**config.mk**
```make
export PLATFORM = sky130hd
export DESIGN_NAME = spo256_allophone_sequencer
export DESIGN_NICKNAME = d
export VERILOG_FILES = /design/src/rtl/spo256_allophone_sequencer.sv
export SDC_FILE = /design/constraint.sdc
export NUM_CORES = 1
export LEC_CHECK = 0
export ABC_AREA = 0
export CORE_MARGIN = 2
export CORE_UTILIZATION = 55
export CTS_CLUSTER_DIAMETER = 40
export DETAILED_ROUTE_END_ITERATION = 10
export PLACE_DENSITY = 0.86
export REMOVE_ABC_BUFFERS = 1
export SETUP_SLACK_MARGIN = 0.5
export SLEW_MARGIN = 20
export SYNTH_ARGS = -nofsm -noshare
export SYNTH_HDL_FRONTEND = slang
export SYNTH_SLANG_ARGS = --single-unit
```
**constraint.sdc**
```tcl
create_clock -name iCLK -period 3 [get_ports iCLK]
set_input_delay 0.75 -clock iCLK [delete_from_list [all_inputs] [get_ports iCLK]]
set_output_delay 0.75 -clock iCLK [all_outputs]
set_load 0.05 [all_outputs]
```
**src/rtl/spo256_allophone_sequencer.sv**
```systemverilog
// SPO256-AL2 allophone sequencer.
// Gathers allophone codes from the CPC decoder path and the ATmega into one shared
// FIFO. Each code is presented to the speech chip under its _LRQ/_ALD handshake,
// so neither requester has to watch _LRQ before writing.
`timescale 1ns/1ps

module spo256_allophone_sequencer #(
  parameter int FIFO_DEPTH   = 8,
  parameter int SETUP_CYCLES = 2,
  parameter int ALD_CYCLES   = 4,
  parameter int ACK_TIMEOUT  = 255
) (
  input  logic                          iCLK,
  input  logic                          i_RESET,
  input  logic                          iCPC_WR,
  input  logic [7:0]                    iCPC_DATA,
  input  logic                          iMCU_WR,
  input  logic [7:0]                    iMCU_DATA,
  input  logic                          iCLR_STATUS,
  input  logic                          i_SPO256__LRQ,
  input  logic                          i_SPO256_SBY,
  output logic [5:0]                    oSPO256_ADR,
  output logic                          oSPO256__ALD,
  output logic [$clog2(FIFO_DEPTH):0]   oFIFO_LEVEL,
  output logic                          oFIFO_FULL,
  output logic                          oBUSY,
  output logic                          oOVERFLOW,
  output logic                          oTIMEOUT
);

  localparam int PTR_W = $clog2(FIFO_DEPTH);
  localparam int LVL_W = PTR_W + 1;
  localparam int CNT_W = 8;

  typedef enum logic [1:0] {
    IDLE   = 2'd0,
    SETUP  = 2'd1,
    STROBE = 2'd2,
    ACK    = 2'd3
  } state_t;

  logic             lrq_meta, lrq_s;
  logic             sby_meta, sby_s;

  logic             hold_valid;
  logic [5:0]       hold_data;

  logic [5:0]       mem [FIFO_DEPTH];
  logic [PTR_W-1:0] wr_ptr, rd_ptr;
  logic [LVL_W-1:0] level;
  logic             fifo_full, fifo_empty;

  logic             push_req, push_ok, pop;
  logic [5:0]       push_data;
  logic             hold_load, hold_clear, mcu_drop;
  logic             overflow_evt, timeout_evt;

  state_t           state;
  logic [CNT_W-1:0] phase_cnt;
  logic [CNT_W-1:0] ack_timer;
  logic [5:0]       spo_adr;
  logic             spo_ald;
  logic             overflow_flag, timeout_flag;

  // Only the low six bits of each byte carry an allophone address.
  logic             unused_data_bits;
  assign unused_data_bits = ^{iCPC_DATA[7:6], iMCU_DATA[7:6]};

  assign fifo_full  = (level == LVL_W'(FIFO_DEPTH));
  assign fifo_empty = (level == '0);

  // Bring the asynchronous chip status pins into the clock domain; both idle high.
  always_ff @(posedge iCLK or negedge i_RESET) begin
    if (!i_RESET) begin
      lrq_meta <= 1'b1;
      lrq_s    <= 1'b1;
      sby_meta <= 1'b1;
      sby_s    <= 1'b1;
    end else begin
      lrq_meta <= i_SPO256__LRQ;
      lrq_s    <= lrq_meta;
      sby_meta <= i_SPO256_SBY;
      sby_s    <= sby_meta;
    end
  end

  // Enqueue arbitration: CPC wins, a colliding MCU write waits one clock in the hold register.
  always_comb begin
    push_req   = 1'b0;
    push_data  = 6'd0;
    hold_load  = 1'b0;
    hold_clear = 1'b0;
    mcu_drop   = 1'b0;
    if (iCPC_WR) begin
      push_req  = 1'b1;
      push_data = iCPC_DATA[5:0];
      if (iMCU_WR) begin
        if (hold_valid) mcu_drop  = 1'b1;
        else            hold_load = 1'b1;
      end
    end else if (hold_valid) begin
      push_req   = 1'b1;
      push_data  = hold_data;
      hold_clear = 1'b1;
      if (iMCU_WR) hold_load = 1'b1;
    end else if (iMCU_WR) begin
      push_req  = 1'b1;
      push_data = iMCU_DATA[5:0];
    end
  end

  // A pop frees a slot in the same clock, so a full FIFO still accepts a push then.
  assign pop          = (state == IDLE) && !fifo_empty && !lrq_s;
  assign push_ok      = push_req && (!fifo_full || pop);
  assign overflow_evt = (push_req && !push_ok) || mcu_drop;
  assign timeout_evt  = (state == ACK) && !lrq_s && (ack_timer == CNT_W'(ACK_TIMEOUT));

  // Hold register for an MCU byte that lost arbitration to the CPC.
  always_ff @(posedge iCLK or negedge i_RESET) begin
    if (!i_RESET) begin
      hold_valid <= 1'b0;
      hold_data  <= 6'd0;
    end else if (hold_load) begin
      hold_valid <= 1'b1;
      hold_data  <= iMCU_DATA[5:0];
    end else if (hold_clear) begin
      hold_valid <= 1'b0;
    end
  end

  // FIFO storage; contents need no reset because the level says what is valid.
  always_ff @(posedge iCLK) begin
    if (push_ok) mem[wr_ptr] <= push_data;
  end

  // FIFO pointers wrap naturally at the power-of-two depth; level tracks occupancy.
  always_ff @(posedge iCLK or negedge i_RESET) begin
    if (!i_RESET) begin
      wr_ptr <= '0;
      rd_ptr <= '0;
      level  <= '0;
    end else begin
      if (push_ok) wr_ptr <= wr_ptr + PTR_W'(1);
      if (pop)     rd_ptr <= rd_ptr + PTR_W'(1);
      case ({push_ok, pop})
        2'b10:   level <= level + LVL_W'(1);
        2'b01:   level <= level - LVL_W'(1);
        default: level <= level;
      endcase
    end
  end

  // Handshake sequencer: present the address, pulse _ALD, then wait for _LRQ to rise.
  always_ff @(posedge iCLK or negedge i_RESET) begin
    if (!i_RESET) begin
      state     <= IDLE;
      spo_adr   <= 6'd0;
      spo_ald   <= 1'b1;
      phase_cnt <= '0;
      ack_timer <= '0;
    end else begin
      case (state)
        IDLE: begin
          if (pop) begin
            spo_adr   <= mem[rd_ptr];
            phase_cnt <= '0;
            state     <= SETUP;
          end
        end
        SETUP: begin
          if (phase_cnt == CNT_W'(SETUP_CYCLES - 1)) begin
            phase_cnt <= '0;
            spo_ald   <= 1'b0;
            state     <= STROBE;
          end else begin
            phase_cnt <= phase_cnt + CNT_W'(1);
          end
        end
        STROBE: begin
          if (phase_cnt == CNT_W'(ALD_CYCLES - 1)) begin
            phase_cnt <= '0;
            spo_ald   <= 1'b1;
            ack_timer <= '0;
            state     <= ACK;
          end else begin
            phase_cnt <= phase_cnt + CNT_W'(1);
          end
        end
        ACK: begin
          if (lrq_s || timeout_evt) state <= IDLE;
          else                      ack_timer <= ack_timer + CNT_W'(1);
        end
        default: state <= IDLE;
      endcase
    end
  end

  // Sticky error flags; a fresh error in the same clock as a clear keeps the flag set.
  always_ff @(posedge iCLK or negedge i_RESET) begin
    if (!i_RESET) begin
      overflow_flag <= 1'b0;
      timeout_flag  <= 1'b0;
    end else begin
      if (overflow_evt)     overflow_flag <= 1'b1;
      else if (iCLR_STATUS) overflow_flag <= 1'b0;
      if (timeout_evt)      timeout_flag  <= 1'b1;
      else if (iCLR_STATUS) timeout_flag  <= 1'b0;
    end
  end

  assign oSPO256_ADR  = spo_adr;
  assign oSPO256__ALD = spo_ald;
  assign oFIFO_LEVEL  = level;
  assign oFIFO_FULL   = fifo_full;
  assign oBUSY        = !fifo_empty || (state != IDLE) || !sby_s;
  assign oOVERFLOW    = overflow_flag;
  assign oTIMEOUT     = timeout_flag;

endmodule
```
==> reports/results.ini, run 1 <==
[timing]
max_freq_mhz = 402.1
slew_violations = 0
finalSetupViolCount = 0
finalHoldViolations = 0
finalClockSkew_ns = 0.007314
period_share = 0.8290
worst_slew_margin_rel = 0.4405
worst_pin_slew_ns = 0.8328
rsz0062_at_grt = true
min_period_ns = 2.487

[placed_design]
portBuffers = 33
gp_congestion = 0.8927
dp.cells = 475
dpl_cell_area_mm2 = 0.004951
dp_hpwl_um = 5790

[pwr]
ir_drop_mv = 0.3530
powerDensity_mw_per_mm2 = 953.1
p_leak_nw = 2.063

[cells_and_area]
fin_util = 0.6719
syn_to_final_growth_pct = 18.26
fin_area_mm2 = 0.005219
fin_cells = 492
diodes = 0
layout-drive-gt1-share = 0.2077
fin_nets = 422

[synthesis]
synth_edf_count = 48
yosys_most_used_dff = edfxtp_1
ys_warn_count = 0
synth_cell_types = 57
ys_ff_latch = 96
synth_cells = 334
netlist_area_mm2 = 0.004413
ys_seq_area_frac = 0.6002
async_reset_ff_frac = 0.5000
syn_avg_cell_area_um2 = 13.21

[critical_path]
rrSetupSlack_ns = 0.63
path_buf_inv = 2
crit_type = reg -> out
critical-path-top-delay-family = simple AND/OR/NAND/NOR gates
start_kind = flip-flop
critPathRequiredTime_ns = 2.25
crit_slowest_cell = or4b_4
crit_fanout = 5
path_cells = or4b_4 > inv_1 > buf_4
crit_path_max_incr_delay_ns = 0.62
arrival_ns = 1.74
worstSetupEndpointType = output pin

[cts]
cts_num_sinks = 96
cts.clk_slew.worst_paths_ns = 0.09
root_buffer = clkbuf_8
clk_path_buf_depth = 2
cts_buffers = 9
cts_htree_levels = 3
clk_latency_ns = 0.36
cts_tree = built

[global_routing]
grt_util_all_layers = 0.2130
grt_pass1_vias = 2852
globalRouteOverflowTotal = 0
grt_max_degree = 33
grt_pass1_wl_um = 14060
antenna_found_initial = 0

[floorplanning]
die_area_mm2 = 0.008756
die_y_um = 93.58
pin_count = 38
fp.dieW_um = 93.58
rows = 32
initial_core_util = 0.5681
coreArea_mm2 = 0.007767

[route]
totalWireLength_um = 8259
ant_nets = 0
wl_per_cell_um = 16.79
first_pass_iters = 5
vias = 2797
via_per_inst = 5.685
drc_errors = 0
drt_iter0_markers = 204

[run_status]
status = complete, no violations

[job]
cap_violations = 0

[worst_hold_path]
min_path_type = in -> async

## through the flow
step                      TNS [ns]  setup slack, ns  hold slack, ns  total power, W
final                            0           0.5130          0.2934        0.004974
after global placement           0           0.1203          0.3463        0.003925
after detailed placement         0          0.01648          0.3468        0.004046
after floorplan            -0.1073          -0.1073          0.3452        0.003410
after CTS                        0           0.4681          0.2943        0.004974
after global routing             0           0.4184          0.3109        0.005262
## layout make-up
cell class | count | area, um^2
clock buffers | 11 | 131.4
clock inverters | 5 | 81.33
fillers | 536 | 2549
inverters | 13 | 48.80
multi-input cells | 212 | 1702
flip-flops and latches | 96 | 2649
well taps | 102 | 127.6
repair buffers | 53 | 479.2
## cell usage in the layout, fill, tap and decap left out, drive strengths merged, types with 3 or more instances in the layout
cell type      Yosys  final
edfxtp            48     48
dfrtp             43     43
nand2             30     30
clkdlybuf4s50      0     28
buf                5     22
nor2              22     22
o21ai             18     18
inv               13     13
ha                13     13
a21oi             13     13
nand3             12     12
mux4              12     12
clkbuf             8     11
mux2i              9      9
o31ai              8      8
mux2               8      8
and3               6      6
xnor2              6      6
dfstp              5      5
a22oi              4      4
nor3               3      3
a22o               3      3
a211oi             3      3
nor4               3      3
or2                3      3
nor2b              3      3
a21o               3      3
clkinv             0      3
## per-layer routing
layer | global-route usage | vias to the layer above | wire [um]
li1 | - | 1343 | -
met1 | 0.2824 | 1356 | 3724
met2 | 0.3399 | 81 | 3988
met3 | 0.03062 | 17 | 310
met4 | 0.1208 | 0 | 236
met5 | 0 | - | 0
## path summary, 6_finish.rpt
kind | start | end | cells past startpoint
worst max-delay path | oFIFO_LEVEL[1]$_DFFE_PN0P_ | oFIFO_FULL | 3
worst min-delay path | i_RESET | rd_ptr[2]$_DFFE_PN0P_ | 1
worst max register to register | state[1]$_DFFE_PN0P_ | oFIFO_LEVEL[3]$_DFFE_PN0P_ | 12
worst min register to register | sby_meta$_DFF_PN1_ | sby_s$_DFF_PN1_ | 0
max in group asynchronous | i_RESET | lrq_s$_DFF_PN1_ | 2
min in group iCLK | sby_meta$_DFF_PN1_ | sby_s$_DFF_PN1_ | 0
## kinds of logic after synthesis
family                     count (synthesis)  share of synthesized area
AOI/OAI and AO/OA                         64                    0.09839
xor gates and xnor gates                   8                    0.01588
adders and majority gates                 15                    0.04366
buffers and inverters                     26                    0.02354
DFF                                       96                     0.6002
muxes                                     29                     0.1021
and+or+nand+nor                           96                     0.1162
## cells in the mapped netlist, types with 8 or more instances
| cell type | n | share of area |
|---|---|---|
| dfrtp_1 | 43 | 0.24 |
| inv_1 | 13 | 0.011 |
| ha_1 | 13 | 0.037 |
| o31ai_1 | 8 | 0.014 |
| a21oi_1 | 13 | 0.015 |
| edfxtp_1 | 48 | 0.33 |
| mux4_2 | 12 | 0.061 |
| o21ai_0 | 18 | 0.020 |
| clkbuf_1 | 8 | 0.0068 |
| mux2i_1 | 9 | 0.020 |
| nand3_1 | 12 | 0.014 |
| nand2_1 | 30 | 0.026 |
| nor2_1 | 20 | 0.017 |
## sequential cells by signal (all words and copies together), names as in the netlist, 2 cells and up
| register | cells |
|---|---|
| mem | 48 |
| ack_timer | 8 |
| phase_cnt | 8 |
| hold_data | 6 |
| oSPO256_ADR | 6 |
| oFIFO_LEVEL | 4 |
| rd_ptr | 3 |
| wr_ptr | 3 |
| state | 2 |
## repair_timing
item,CTS,global route
pin swaps,0,1
resized for setup,10,7
setup buffers,0,1
hold buffers,0,0
setup endpoints to repair,8,5
## worst reg2reg max path, delay by kind of cell (launching register included)
kind | cells | cell delay (ns)
and+or+nand+nor | 4 | 0.52
buffers and inverters | 2 | 0.21
adders and majority gates | 2 | 0.46
DFF | 1 | 0.42
xor gates and xnor gates | 1 | 0.13
AOI/OAI and AO/OA | 3 | 0.55
## power breakdown
| group | switching [W] | internal [W] |
|---|---|---|
| Clock | 0.000425 | 0.000471 |
| Sequential | 0.000348 | 0.00177 |
| Combinational | 0.00109 | 0.000866 |
| Total | 0.00186 | 0.00311 |
Note: power is estimated with default switching activity, not from simulation.
==> run 2: changes to the inputs <==
==> constraint.sdc (replaced) <==
create_clock -name iCLK -period 2.6 [get_ports iCLK]
set_input_delay 0.65 -clock iCLK [delete_from_list [all_inputs] [get_ports iCLK]]
set_output_delay 0.65 -clock iCLK [all_outputs]
set_load 0.05 [all_outputs]
==> reports/results.ini, run 2 (synthesis gave the netlist of run 1 again) <==
[run_status]
status = complete, no violations

[route]
totalWireLength_um = 8666
ant_nets = 0
wl_per_cell_um = 17.16
drt_iter0_markers = 142
first_pass_iters = 5
vias = 2912
drc_errors = 0
via_per_inst = 5.766

[critical_path]
arrival_ns = 1.60
crit_fanout = 4
critPathRequiredTime_ns = 1.95
start_kind = flip-flop
crit_path_max_incr_delay_ns = 0.58
worstSetupEndpointType = output pin
crit_type = reg -> out
crit_slowest_cell = or4b_4
path_cells = or4b_4 > inv_2 > buf_12

[placed_design]
portBuffers = 33
dpl_cell_area_mm2 = 0.004961
place_ws_ns = -0.2530
gp_congestion = 0.8915
dp.cells = 475
dp_hpwl_um = 5758

[cts]
cts.clk_slew.worst_paths_ns = 0.10
cts_buffers = 9
clk_path_buf_depth = 2
cts_htree_levels = 3
root_buffer = clkbuf_8
cts_num_sinks = 96
cts_tree = built
cts-hold-fix-buffers = 0
clk_latency_ns = 0.36

[timing]
holdWs_ns = 0.3473
finalHoldViolations = 0
rsz0062_at_grt = true
slew_violations = 0
max_freq_mhz = 444.8
finalSetupViolCount = 0
finalClockSkew_ns = 0.01658
worst_slack_ns = 0.3520
min_period_ns = 2.248
worst_pin_slew_ns = 0.8078
period_share = 0.8646
worst_slew_margin_rel = 0.4558

[floorplanning]
fp.dieW_um = 93.58
die_area_mm2 = 0.008756
die_y_um = 93.58
coreArea_mm2 = 0.007767
initial_core_util = 0.5681
rows = 32
pin_count = 38

[worst_hold_path]
min_path_type = in -> async

[pwr]
total_power_w = 0.005838
p_leak_nw = 2.127
ir_drop_mv = 0.4643
powerDensity_mw_per_mm2 = 1092

[job]
cap_violations = 0

[global_routing]
grt_util_all_layers = 0.2105
grt_pass1_wl_um = 14110
antenna_found_initial = 0
grt_max_degree = 35
globalRouteOverflowTotal = 0
grt_pass1_vias = 2940

[cells_and_area]
layout-drive-gt1-share = 0.2680
regMostFlops = mem
reg_top3 = mem x48, ack_timer x8, phase_cnt x8
final_common_cell = edfxtp_1
fin_nets = 435
fill_cells = 513
syn_to_final_growth_pct = 21.15
diodes = 0
fin_area_mm2 = 0.005346
fin_cells = 505
largest_reg_flops = 48
final_cell_mix = 48 x edfxtp_1, 41 x dfrtp_1, 32 x buf_4

[run 2: report_power, final]
group / internal, W / total [W] / switching [W]
clock network: 0.000442 / 0.000928 / 0.000486
registers: 0.00205 / 0.00241 / 0.000355
logic: 0.00109 / 0.00250 / 0.00141
[run 2: area by class of cell]
type                       instances  area, um^2  area share
clock buffer                      10       127.6     0.02387
clock inverter                     6       58.81     0.01100
inverter                          13       48.80    0.009127
multi-input combinational        212        1762      0.3295
sequential                        96        2651      0.4959
tap                              102       127.6     0.02387
timing repair buffer              66       570.5      0.1067
[run 2: what timing repair did]
action                                  4_1_cts  5_1_grt
gates cloned                                  0        0
pin swaps                                     6        5
endpoints found under the setup margin       82       43
buffers inserted                              5        9
resized for setup                            38        9
[run 2: metrics by stage]
stage	setup TNS [ns]	utilization
after floorplan	-0.7425	-
after global placement	-2.290	0.6387
after detailed placement	-4.962	0.6387
after CTS	0	0.6746
after global routing	0	0.6883
final	0	0.6883
[run 2: layer usage]
layer / vias up / routed length, um / global-route usage
met3: 16 / 397 / 0.03223
met1: 1432 / 3709 / 0.2895
met4: 0 / 198 / 0.09541
met5: - / 0 / 0
met2: 94 / 4360 / 0.3351
li1: 1370 / - / -
[run 2: worst paths after layout]
| check | start | end | slack, ns | cells after the start |
|---|---|---|---|---|
| worst max register to register | state[0]$_DFFE_PN0P_ | oFIFO_LEVEL[3]$_DFFE_PN0P_ | 0.39 | 12 |
| worst min register to register | sby_meta$_DFF_PN1_ | sby_s$_DFF_PN1_ | 0.36 | 0 |
| worst min-delay path | i_RESET | phase_cnt[7]$_DFFE_PN0P_ | 0.35 | 1 |
| worst max-delay path | oFIFO_LEVEL[1]$_DFFE_PN0P_ | oFIFO_FULL | 0.35 | 3 |
| max in group asynchronous | i_RESET | rd_ptr[1]$_DFFE_PN0P_ | 1.63 | 2 |
| min in group iCLK | sby_meta$_DFF_PN1_ | sby_s$_DFF_PN1_ | 0.36 | 0 |
[run 2: worst max-delay path, delay by kind of cell (launching register included)]
family	cells	cell delay [ns]
buffers and inverters	2	0.22
DFF	1	0.46
and+or+nand+nor	1	0.58
==> run 3: changes to the inputs <==
--- a/config.mk
+++ b/config.mk
@@ -6,6 +6,7 @@
 export NUM_CORES = 1
 export LEC_CHECK = 0
 export ABC_AREA = 0
+export ABC_CLOCK_PERIOD_IN_PS = 2600
 export CORE_MARGIN = 2
 export CORE_UTILIZATION = 55
 export CTS_CLUSTER_DIAMETER = 40
==> results of run 3 <==
The final DEF is identical to that of run 2; final timing and power are the same.
